File: src/rtl/note_playback_scheduler.sv
// Note RAM playback scheduler: scans stored note words once per pass and
// builds the sounding-note vector. Define SCHED_LOOP_EN to loop the song.
module note_playback_scheduler #(
    parameter int NOTE_COUNT = 101,
    parameter int ADDR_W     = 7,
    parameter int TIME_W     = 29,
    parameter int CODE_W     = 4
) (
    input  logic                        clk,
    input  logic                        reset,
    input  logic                        start,
    input  logic                        stop,
    input  logic [TIME_W-1:0]           microSecondCounter,
    input  logic [CODE_W+2*TIME_W-1:0]  retrievedNoteData,
    output logic [ADDR_W-1:0]           noteReadAddress,
    output logic                        timerReset,
    output logic [(2**CODE_W)-1:0]      activeNotes,
    output logic [(2**CODE_W)-1:0]      noteOnPulse,
    output logic                        playing,
    output logic                        endOfSong
);

    localparam int NOTES  = 2**CODE_W;
    localparam int DATA_W = CODE_W + 2*TIME_W;
    localparam logic [ADDR_W-1:0] LAST_ADDR = ADDR_W'(NOTE_COUNT - 1);
    localparam logic [ADDR_W-1:0] ADDR_ONE  = {{(ADDR_W-1){1'b0}}, 1'b1};
    localparam logic [NOTES-1:0]  NOTE_ONE  = {{(NOTES-1){1'b0}}, 1'b1};

    typedef enum logic [2:0] {
        S_IDLE   = 3'd0,
        S_PRIME  = 3'd1,
        S_SCAN   = 3'd2,
        S_COMMIT = 3'd3,
        S_END    = 3'd4
    } state_t;

    function automatic logic [CODE_W-1:0] word_code(input logic [DATA_W-1:0] w);
        return w[DATA_W-1 -: CODE_W];
    endfunction

    function automatic logic [TIME_W-1:0] word_start(input logic [DATA_W-1:0] w);
        return w[2*TIME_W-1 -: TIME_W];
    endfunction

    function automatic logic [TIME_W-1:0] word_end(input logic [DATA_W-1:0] w);
        return w[TIME_W-1:0];
    endfunction

    // An open note (end == 0) stays active once its start time is reached.
    function automatic logic word_active(input logic [DATA_W-1:0] w,
                                         input logic [TIME_W-1:0] t);
        return (word_start(w) <= t) &&
               ((word_end(w) == {TIME_W{1'b0}}) || (t < word_end(w)));
    endfunction

    function automatic logic [ADDR_W-1:0] addr_sat_inc(input logic [ADDR_W-1:0] a);
        return (a == LAST_ADDR) ? a : (a + ADDR_ONE);
    endfunction

    state_t              state_q, state_d;
    logic [ADDR_W-1:0]   addr_q, addr_d;
    logic [ADDR_W-1:0]   eval_q, eval_d;
    logic [NOTES-1:0]    acc_q, acc_d;
    logic [TIME_W-1:0]   max_end_q, max_end_d;
    logic                open_seen_q, open_seen_d;
    logic                found_q, found_d;
    logic [NOTES-1:0]    active_q, active_d;
    logic [NOTES-1:0]    note_on_q, note_on_d;
    logic                timer_reset_q, timer_reset_d;
    logic                playing_q, playing_d;
    logic                eos_q, eos_d;

    logic                word_nz_s;
    logic                word_act_s;
    logic [TIME_W-1:0]   word_end_s;
    logic [NOTES-1:0]    code_bit_s;
    logic                pass_done_s;

    assign word_nz_s   = |retrievedNoteData;
    assign word_act_s  = word_nz_s && word_active(retrievedNoteData, microSecondCounter);
    assign word_end_s  = word_end(retrievedNoteData);
    assign code_bit_s  = NOTE_ONE << word_code(retrievedNoteData);
    assign pass_done_s = !word_nz_s || (eval_q == LAST_ADDR);

    // Next-state and next-output logic for the scan sequencer.
    always_comb begin
        state_d       = state_q;
        addr_d        = addr_q;
        eval_d        = eval_q;
        acc_d         = acc_q;
        max_end_d     = max_end_q;
        open_seen_d   = open_seen_q;
        found_d       = found_q;
        active_d      = active_q;
        note_on_d     = {NOTES{1'b0}};
        timer_reset_d = 1'b0;
        eos_d         = 1'b0;

        if (stop) begin
            state_d     = S_IDLE;
            addr_d      = {ADDR_W{1'b0}};
            eval_d      = {ADDR_W{1'b0}};
            acc_d       = {NOTES{1'b0}};
            max_end_d   = {TIME_W{1'b0}};
            open_seen_d = 1'b0;
            found_d     = 1'b0;
            active_d    = {NOTES{1'b0}};
        end else if (start) begin
            // Restart keeps activeNotes until the next commit.
            state_d       = S_PRIME;
            timer_reset_d = 1'b1;
            addr_d        = {ADDR_W{1'b0}};
            eval_d        = {ADDR_W{1'b0}};
            acc_d         = {NOTES{1'b0}};
            max_end_d     = {TIME_W{1'b0}};
            open_seen_d   = 1'b0;
            found_d       = 1'b0;
        end else begin
            case (state_q)
                S_IDLE: begin
                    addr_d      = {ADDR_W{1'b0}};
                    eval_d      = {ADDR_W{1'b0}};
                    acc_d       = {NOTES{1'b0}};
                    max_end_d   = {TIME_W{1'b0}};
                    open_seen_d = 1'b0;
                    found_d     = 1'b0;
                    active_d    = {NOTES{1'b0}};
                end
                S_PRIME: begin
                    addr_d  = addr_sat_inc(addr_q);
                    eval_d  = {ADDR_W{1'b0}};
                    state_d = S_SCAN;
                end
                S_SCAN: begin
                    // Data on the bus belongs to eval_q (one address behind).
                    if (word_nz_s) begin
                        found_d = 1'b1;
                        if (word_end_s == {TIME_W{1'b0}}) begin
                            open_seen_d = 1'b1;
                        end else if (word_end_s > max_end_q) begin
                            max_end_d = word_end_s;
                        end else begin
                            max_end_d = max_end_q;
                        end
                    end else begin
                        found_d = found_q;
                    end
                    if (word_act_s) begin
                        acc_d = acc_q | code_bit_s;
                    end else begin
                        acc_d = acc_q;
                    end
                    if (pass_done_s) begin
                        state_d = S_COMMIT;
                    end else begin
                        addr_d = addr_sat_inc(addr_q);
                        eval_d = eval_q + ADDR_ONE;
                    end
                end
                S_COMMIT: begin
                    active_d  = acc_q;
                    note_on_d = acc_q & ~active_q;
                    if (found_q && !open_seen_q && (microSecondCounter >= max_end_q)) begin
                        eos_d   = 1'b1;
                        state_d = S_END;
                    end else begin
                        acc_d       = {NOTES{1'b0}};
                        max_end_d   = {TIME_W{1'b0}};
                        open_seen_d = 1'b0;
                        found_d     = 1'b0;
                        addr_d      = {ADDR_W{1'b0}};
                        eval_d      = {ADDR_W{1'b0}};
                        state_d     = S_PRIME;
                    end
                end
                S_END: begin
                    active_d    = {NOTES{1'b0}};
                    acc_d       = {NOTES{1'b0}};
                    max_end_d   = {TIME_W{1'b0}};
                    open_seen_d = 1'b0;
                    found_d     = 1'b0;
                    addr_d      = {ADDR_W{1'b0}};
                    eval_d      = {ADDR_W{1'b0}};
`ifdef SCHED_LOOP_EN
                    timer_reset_d = 1'b1;
                    state_d       = S_PRIME;
`else
                    state_d       = S_IDLE;
`endif
                end
                default: begin
                    state_d     = S_IDLE;
                    addr_d      = {ADDR_W{1'b0}};
                    eval_d      = {ADDR_W{1'b0}};
                    acc_d       = {NOTES{1'b0}};
                    max_end_d   = {TIME_W{1'b0}};
                    open_seen_d = 1'b0;
                    found_d     = 1'b0;
                    active_d    = {NOTES{1'b0}};
                end
            endcase
        end

        playing_d = (state_d != S_IDLE);
    end

    // State and output registers with synchronous reset.
    always_ff @(posedge clk) begin
        if (reset) begin
            state_q       <= S_IDLE;
            addr_q        <= {ADDR_W{1'b0}};
            eval_q        <= {ADDR_W{1'b0}};
            acc_q         <= {NOTES{1'b0}};
            max_end_q     <= {TIME_W{1'b0}};
            open_seen_q   <= 1'b0;
            found_q       <= 1'b0;
            active_q      <= {NOTES{1'b0}};
            note_on_q     <= {NOTES{1'b0}};
            timer_reset_q <= 1'b0;
            playing_q     <= 1'b0;
            eos_q         <= 1'b0;
        end else begin
            state_q       <= state_d;
            addr_q        <= addr_d;
            eval_q        <= eval_d;
            acc_q         <= acc_d;
            max_end_q     <= max_end_d;
            open_seen_q   <= open_seen_d;
            found_q       <= found_d;
            active_q      <= active_d;
            note_on_q     <= note_on_d;
            timer_reset_q <= timer_reset_d;
            playing_q     <= playing_d;
            eos_q         <= eos_d;
        end
    end

    assign noteReadAddress = addr_q;
    assign timerReset      = timer_reset_q;
    assign activeNotes     = active_q;
    assign noteOnPulse     = note_on_q;
    assign playing         = playing_q;
    assign endOfSong       = eos_q;

endmodule

File: config.mk
export PLATFORM = sky130hd
export DESIGN_NAME = note_playback_scheduler
export DESIGN_NICKNAME = d
export VERILOG_FILES = /design/src/rtl/note_playback_scheduler.sv
export SDC_FILE = /design/constraint.sdc
export NUM_CORES = 1
export LEC_CHECK = 0
export CORE_MARGIN = 1.5
export CORE_UTILIZATION = 57
export DETAILED_ROUTE_END_ITERATION = 6
export PLACE_DENSITY = 0.95
export SLEW_MARGIN = 20
export SYNTH_ARGS = -nofsm -noshare
export SYNTH_HDL_FRONTEND = slang
export SYNTH_SLANG_ARGS = --single-unit
File: constraint.sdc
create_clock -name clk -period 4.76 [get_ports clk]
set_input_delay 0.714 -clock clk [delete_from_list [all_inputs] [get_ports clk]]
set_output_delay 0.714 -clock clk [all_outputs]
set_load 0.02 [all_outputs]
# == Word-level counts from Yosys, hierarchy flattened ==
# Index checks and enable logic that the tools add are counted.
# Widths: inputs -> output; s select.
# word_totals
n_memories,0
mem_bits_ro,0
latchBits,0
out_inout_bits,42
mem_bits_rw,0
register_bits,99
# op_classes
mul,0
mux,28
shift,1
div,0
magnitude_cmp,4
n_eq_ne,12
addsub,2
n_bitwise,7
reduce_logical,22
# ops
op,count
$mux 29,4
$pmux 29 s3,1
$reduce_or 62->1,1
$pmux 16 s3,1
$mux 16,2
$pmux 16 s2,1
$ge 29x29->1,1
$gt 29x29->1,1
$le 29x29->1,1
$logic_not 29->1,1
$lt 29x29->1,1
$mux 7,4
$pmux 7 s3,1
$and 16x16->16,1
$not 16->16,1
$or 16x16->16,1
$shl 1x4->16 const A,1
$add 7x1->7 const B,2
$eq 7x7->1 const B,2
$ne 2x2->1 const B,7
$pmux 7 s2,1
$mux 3,4
$pmux 3 s4,1
$eq 3x2->1 const B,2
16 further kinds,33

# == Longest topological paths before layout ==
# depth
depth_word,8
mapped_depth,11
ltp_nobuf,9

# == Least setup slack after synthesis ==
# OpenSTA, ideal clock, no wires.
# synth_timing
kind,input to register
from,input microSecondCounter[8]
to,register acc_q[10]
setup_ns,0.059
t_arrival_ns,2.719
t_required_ns,4.701
slack_ns,1.982
stages,10
cell_sequence,inv_1 -> ha_1 -> and4_1 -> and2_4 -> a21boi_1 -> o31a_1 -> o41a_1 -> a211oi_4 -> buf_6 -> a31o_1
# synth_between
elab_chain_len,6
elab_cells_between_ends,10
# synth_rtl
item,line,source
from (decl),13,"input logic [TIME_W-1:0] microSecondCounter,"
$lt 29x29->1,53,((word_end(w) == {TIME_W{1'b0}}) || (t < word_end(w)));
$logic_or 1x1->1,53,
$logic_and 1x1->1,52,return (word_start(w) <= t) &&
$logic_and 1x1->1,80,"assign word_act_s = word_nz_s && word_active(retrievedNoteData, microSecondCounter);"
$ne 2x2->1 (no line),-,
$reduce_and 3->1 (no line) (*),-,
to (signal assigned),213,acc_q <= {NOTES{1'b0}};
to (decl),63,"logic [NOTES-1:0] acc_q, acc_d;"
# Mark *: on every way between the ends. The rest lies on a longest branch, timed or not.
# A chain may end at the register's enable or synchronous reset.

# == Worst setup path after layout ==
# layout_timing
from,input microSecondCounter[27]
to,register max_end_q[2]
# layout_between
elab_chain_len,4
# layout_rtl
item,line,source
$ge 29x29->1,163,if (found_q && !open_seen_q && (microSecondCounter >= max_end_q)) begin
$logic_and 1x1->1,163,
$ne 2x2->1 (no line),-,
$reduce_and 5->1 (no line),-,
to (signal assigned),214,max_end_q <= {TIME_W{1'b0}};
to (signal assigned),227,max_end_q <= max_end_d;
to (decl),64,"logic [TIME_W-1:0] max_end_q, max_end_d;"
# No other way between the ends.

==> results.sh <==
export IMPL_drtIter0Drc=678
export IMPL_cts_sinks=99
export IMPL_switching_share=0.278
export IMPL_via_per_inst=6.26
export IMPL_post_route_period_util=0.812
export IMPL_die_area_um2=12900
export IMPL_overflow=0
export IMPL_dieHeight_um=113
export IMPL_cts_buffers=9
export IMPL_rsz0062_at_grt="false"
export IMPL_finalWorstSetupSlack_ps=893
export IMPL_worst_setup_path_type="input port to flip-flop"
export IMPL_peakVddDrop_mv=0.176
export IMPL_synth_edff_count=0
export IMPL_fmax_mhz=259
export IMPL_syn_num_nets=1048
export IMPL_postCtsSetupRepairBufs=0
export IMPL_timing_reg2reg_setup_slack_ps=1370
export IMPL_ant_nets=0
export IMPL_crit_path_end_kind="flip-flop"
export IMPL_synth_common_cells="ha_1, dfxtp_1, inv_1, nand2_1, a21oi_1"
export IMPL_synth_cell_type_count=60
export IMPL_synth_most_common_cell="ha_1"
export IMPL_seqPwrFrac=0.440
export IMPL_via_count=6952
export IMPL_port_buffers=136
export IMPL_worst_path_buf_inv=2
export IMPL_finalSetupViolations=0
export IMPL_p_total_mw=1.89
export IMPL_yosysTopAreaCell="dfxtp_1"
export IMPL_critPathSlowestCell="nor4_1"
export IMPL_area_growth_syn_to_layout_pct=25.5
export IMPL_power_density_nw_per_um2=216
export IMPL_worstMarginPinSlew_ps=783
export IMPL_fin_skew_ps=8.51
export IMPL_p_comb_frac=0.181
export IMPL_syn_area_um2=6960
export IMPL_synth_top_area_frac=0.285
export IMPL_gr_usage_all_layers=0.314
export IMPL_diodes=0
export IMPL_yosysWarningCount=0
export IMPL_async_flop_share=0
export IMPL_drive_above_1_share=0.0363
export IMPL_syn_avg_cell_area_um2=8.34
export IMPL_p_switching_mw=0.525
export IMPL_dpl_worst_slack_ps=734
export IMPL_cp_top_family="compound AO/OA/AOI/OAI gates"
export IMPL_p_int_mw=1.36
export IMPL_arrival_ps=4070
export IMPL_setup_tns_ps=0
export IMPL_hp_class="flip-flop to flip-flop"
export IMPL_dr_pass1_iters=5
export IMPL_cts_root_buf="clkbuf_16"
export IMPL_dpl_hpwl_mm=15.2
export IMPL_hold_violations=0
export IMPL_remaining_drc_errors=0
export IMPL_grt_first_pass_wirelength_mm=32.7
export IMPL_grt_pass1_vias=6806
export IMPL_fp_coreArea_um2=12000
export IMPL_synth_ff_type="dfxtp_1"
export IMPL_row_count=40
export IMPL_clock_power_share=0.380
export IMPL_ys_ff_latch=99
export IMPL_drv_cap=0
export IMPL_crit_fanout=29
export IMPL_place_congestion=0.950
export IMPL_wire_per_inst_um=17.9
export IMPL_holdBufCountCts=0
export IMPL_synth_seq_area_share=0.285
export IMPL_grt_max_degree=32
export IMPL_drt_total_wl_mm=19.9
export IMPL_cts_reportedPaths_clkPinSlew_ps=70
export IMPL_h_tree_depth=3
export IMPL_synth_area_top_cells="dfxtp_1, ha_1, inv_1"
export IMPL_status="finished clean"
export IMPL_clk_path_buf_depth=2
export IMPL_startpoint_type="input port"
export IMPL_top_level_ports=137
export IMPL_post_cts_resized=0
export IMPL_cts_tree="yes"
export IMPL_start_util=0.582
export IMPL_slew_headroom=0.478
export IMPL_postSynthCellCount=834
export IMPL_antenna_found_initial=0
export IMPL_p_leak_nw=3.55
export IMPL_die_x_um=113
export IMPL_nets=1172
export IMPL_crit_required_ps=4970
export IMPL_path_cells="clkdlybuf4s50_1, ha_1, nand4_1, nor4_1, nand2_1, a31oi_1, o21ba_2, a311oi_4, buf_4, mux2i_1"
export IMPL_cpPeakStageDelay_ps=560
export IMPL_period_minus_slack_ps=3870
export IMPL_maxSlewViolCount=0
export IMPL_clock_latency_ps=350
worst reg2reg max path, delay by kind of cell (launching register included):
family / cells / cell delay [ps]
compound gates: 3 / 1080
fa+ha+maj: 1 / 320
buf+inv: 2 / 400
flops: 1 / 330
mux: 1 / 200
simple gates: 3 / 930
state kept, by name, indices dropped and copies added (netlist names):
name,cells
noteOnPulse,16
max_end_q,29
endOfSong,1
state_q,3
playing,1
activeNotes,16
eval_q,7
acc_q,16
timerReset,1
open_seen_q,1
found_q,1
noteReadAddress,7
routing by layer:
layer,GRT usage,vias up,routed length [um]
met4,0.145,0,877
met2,0.541,331,9680
met3,0.0574,86,1190
met5,0,-,0
li1,-,3257,-
met1,0.379,3278,8170
cells in the final DEF, fill, tap and decap left out, types with 6 or more instances in the layout:
cell	n
a211oi_1	6
a21boi_0	9
a21o_1	42
a21oi_1	66
a22o_1	8
a31o_1	8
and4_1	8
clkbuf_16	9
clkdlybuf4s50_1	136
dfxtp_1	99
ha_1	119
inv_1	96
mux2i_1	29
nand2_1	78
nand3_1	31
nand4_1	26
nor2_1	36
nor2b_1	9
nor3_1	9
nor3b_1	16
nor4_1	14
o21ai_0	17
o21ai_1	10
o31ai_1	11
or4_1	6
per-stage QoR:
stage | hold WS (ps) | std cells | instance area [um^2] | utilization
global placement | 435 | 1094 | 8430 | 0.704
global route | 465 | 1110 | 8730 | 0.730
floorplan | 429 | 834 | 6960 | -
detailed placement | 442 | 1094 | 8430 | 0.705
CTS | 441 | 1110 | 8720 | 0.729
finish | 442 | 1110 | 8730 | 0.730
area by class of cell:
| class | count | area [um^2] |
|---|---|---|
| Timing Repair Buffer | 139 | 1380 |
| Sequential cell | 99 | 1980 |
| Clock buffer | 9 | 225 |
| Fill cell | 828 | 3230 |
| Multi-Input combinational cell | 612 | 4520 |
| Tap cell | 147 | 184 |
| Inverter | 97 | 364 |
| Clock inverter | 7 | 65.1 |
power by group through the flow:
stage | clock, mW | sequential [mW] | combinational [mW]
final | 0.717 | 0.830 | 0.341
after global routing | 0.756 | 0.830 | 0.376
after CTS | 0.721 | 0.830 | 0.334
after detailed placement | 0 | 0.850 | 0.331
after global placement | 0 | 0.850 | 0.316
after floorplan | 0 | 0.851 | 0.169
worst paths after layout:
path | startpoint | endpoint | depth (start not counted)
worst min register to register | activeNotes[2]$_SDFFE_PP0P_ | noteOnPulse[2]$_SDFF_PP0_ | 1
worst max-delay path | microSecondCounter[27] | max_end_q[2]$_SDFFE_PP0P_ | 10
worst min-delay path | activeNotes[2]$_SDFFE_PP0P_ | noteOnPulse[2]$_SDFF_PP0_ | 1
worst max register to register | max_end_q[28]$_SDFFE_PP0P_ | max_end_q[2]$_SDFFE_PP0P_ | 10
cells by family after synthesis:
logic type      Yosys count  share of synthesized area
buf+inv                 123                     0.0701
compound gates          204                      0.195
mux                      29                     0.0417
flops                    99                      0.285
fa+ha+maj               119                      0.214
xor+xnor                  1                    0.00126
simple gates            259                      0.193
No activity file was read; power rests on OpenSTA's default activity.
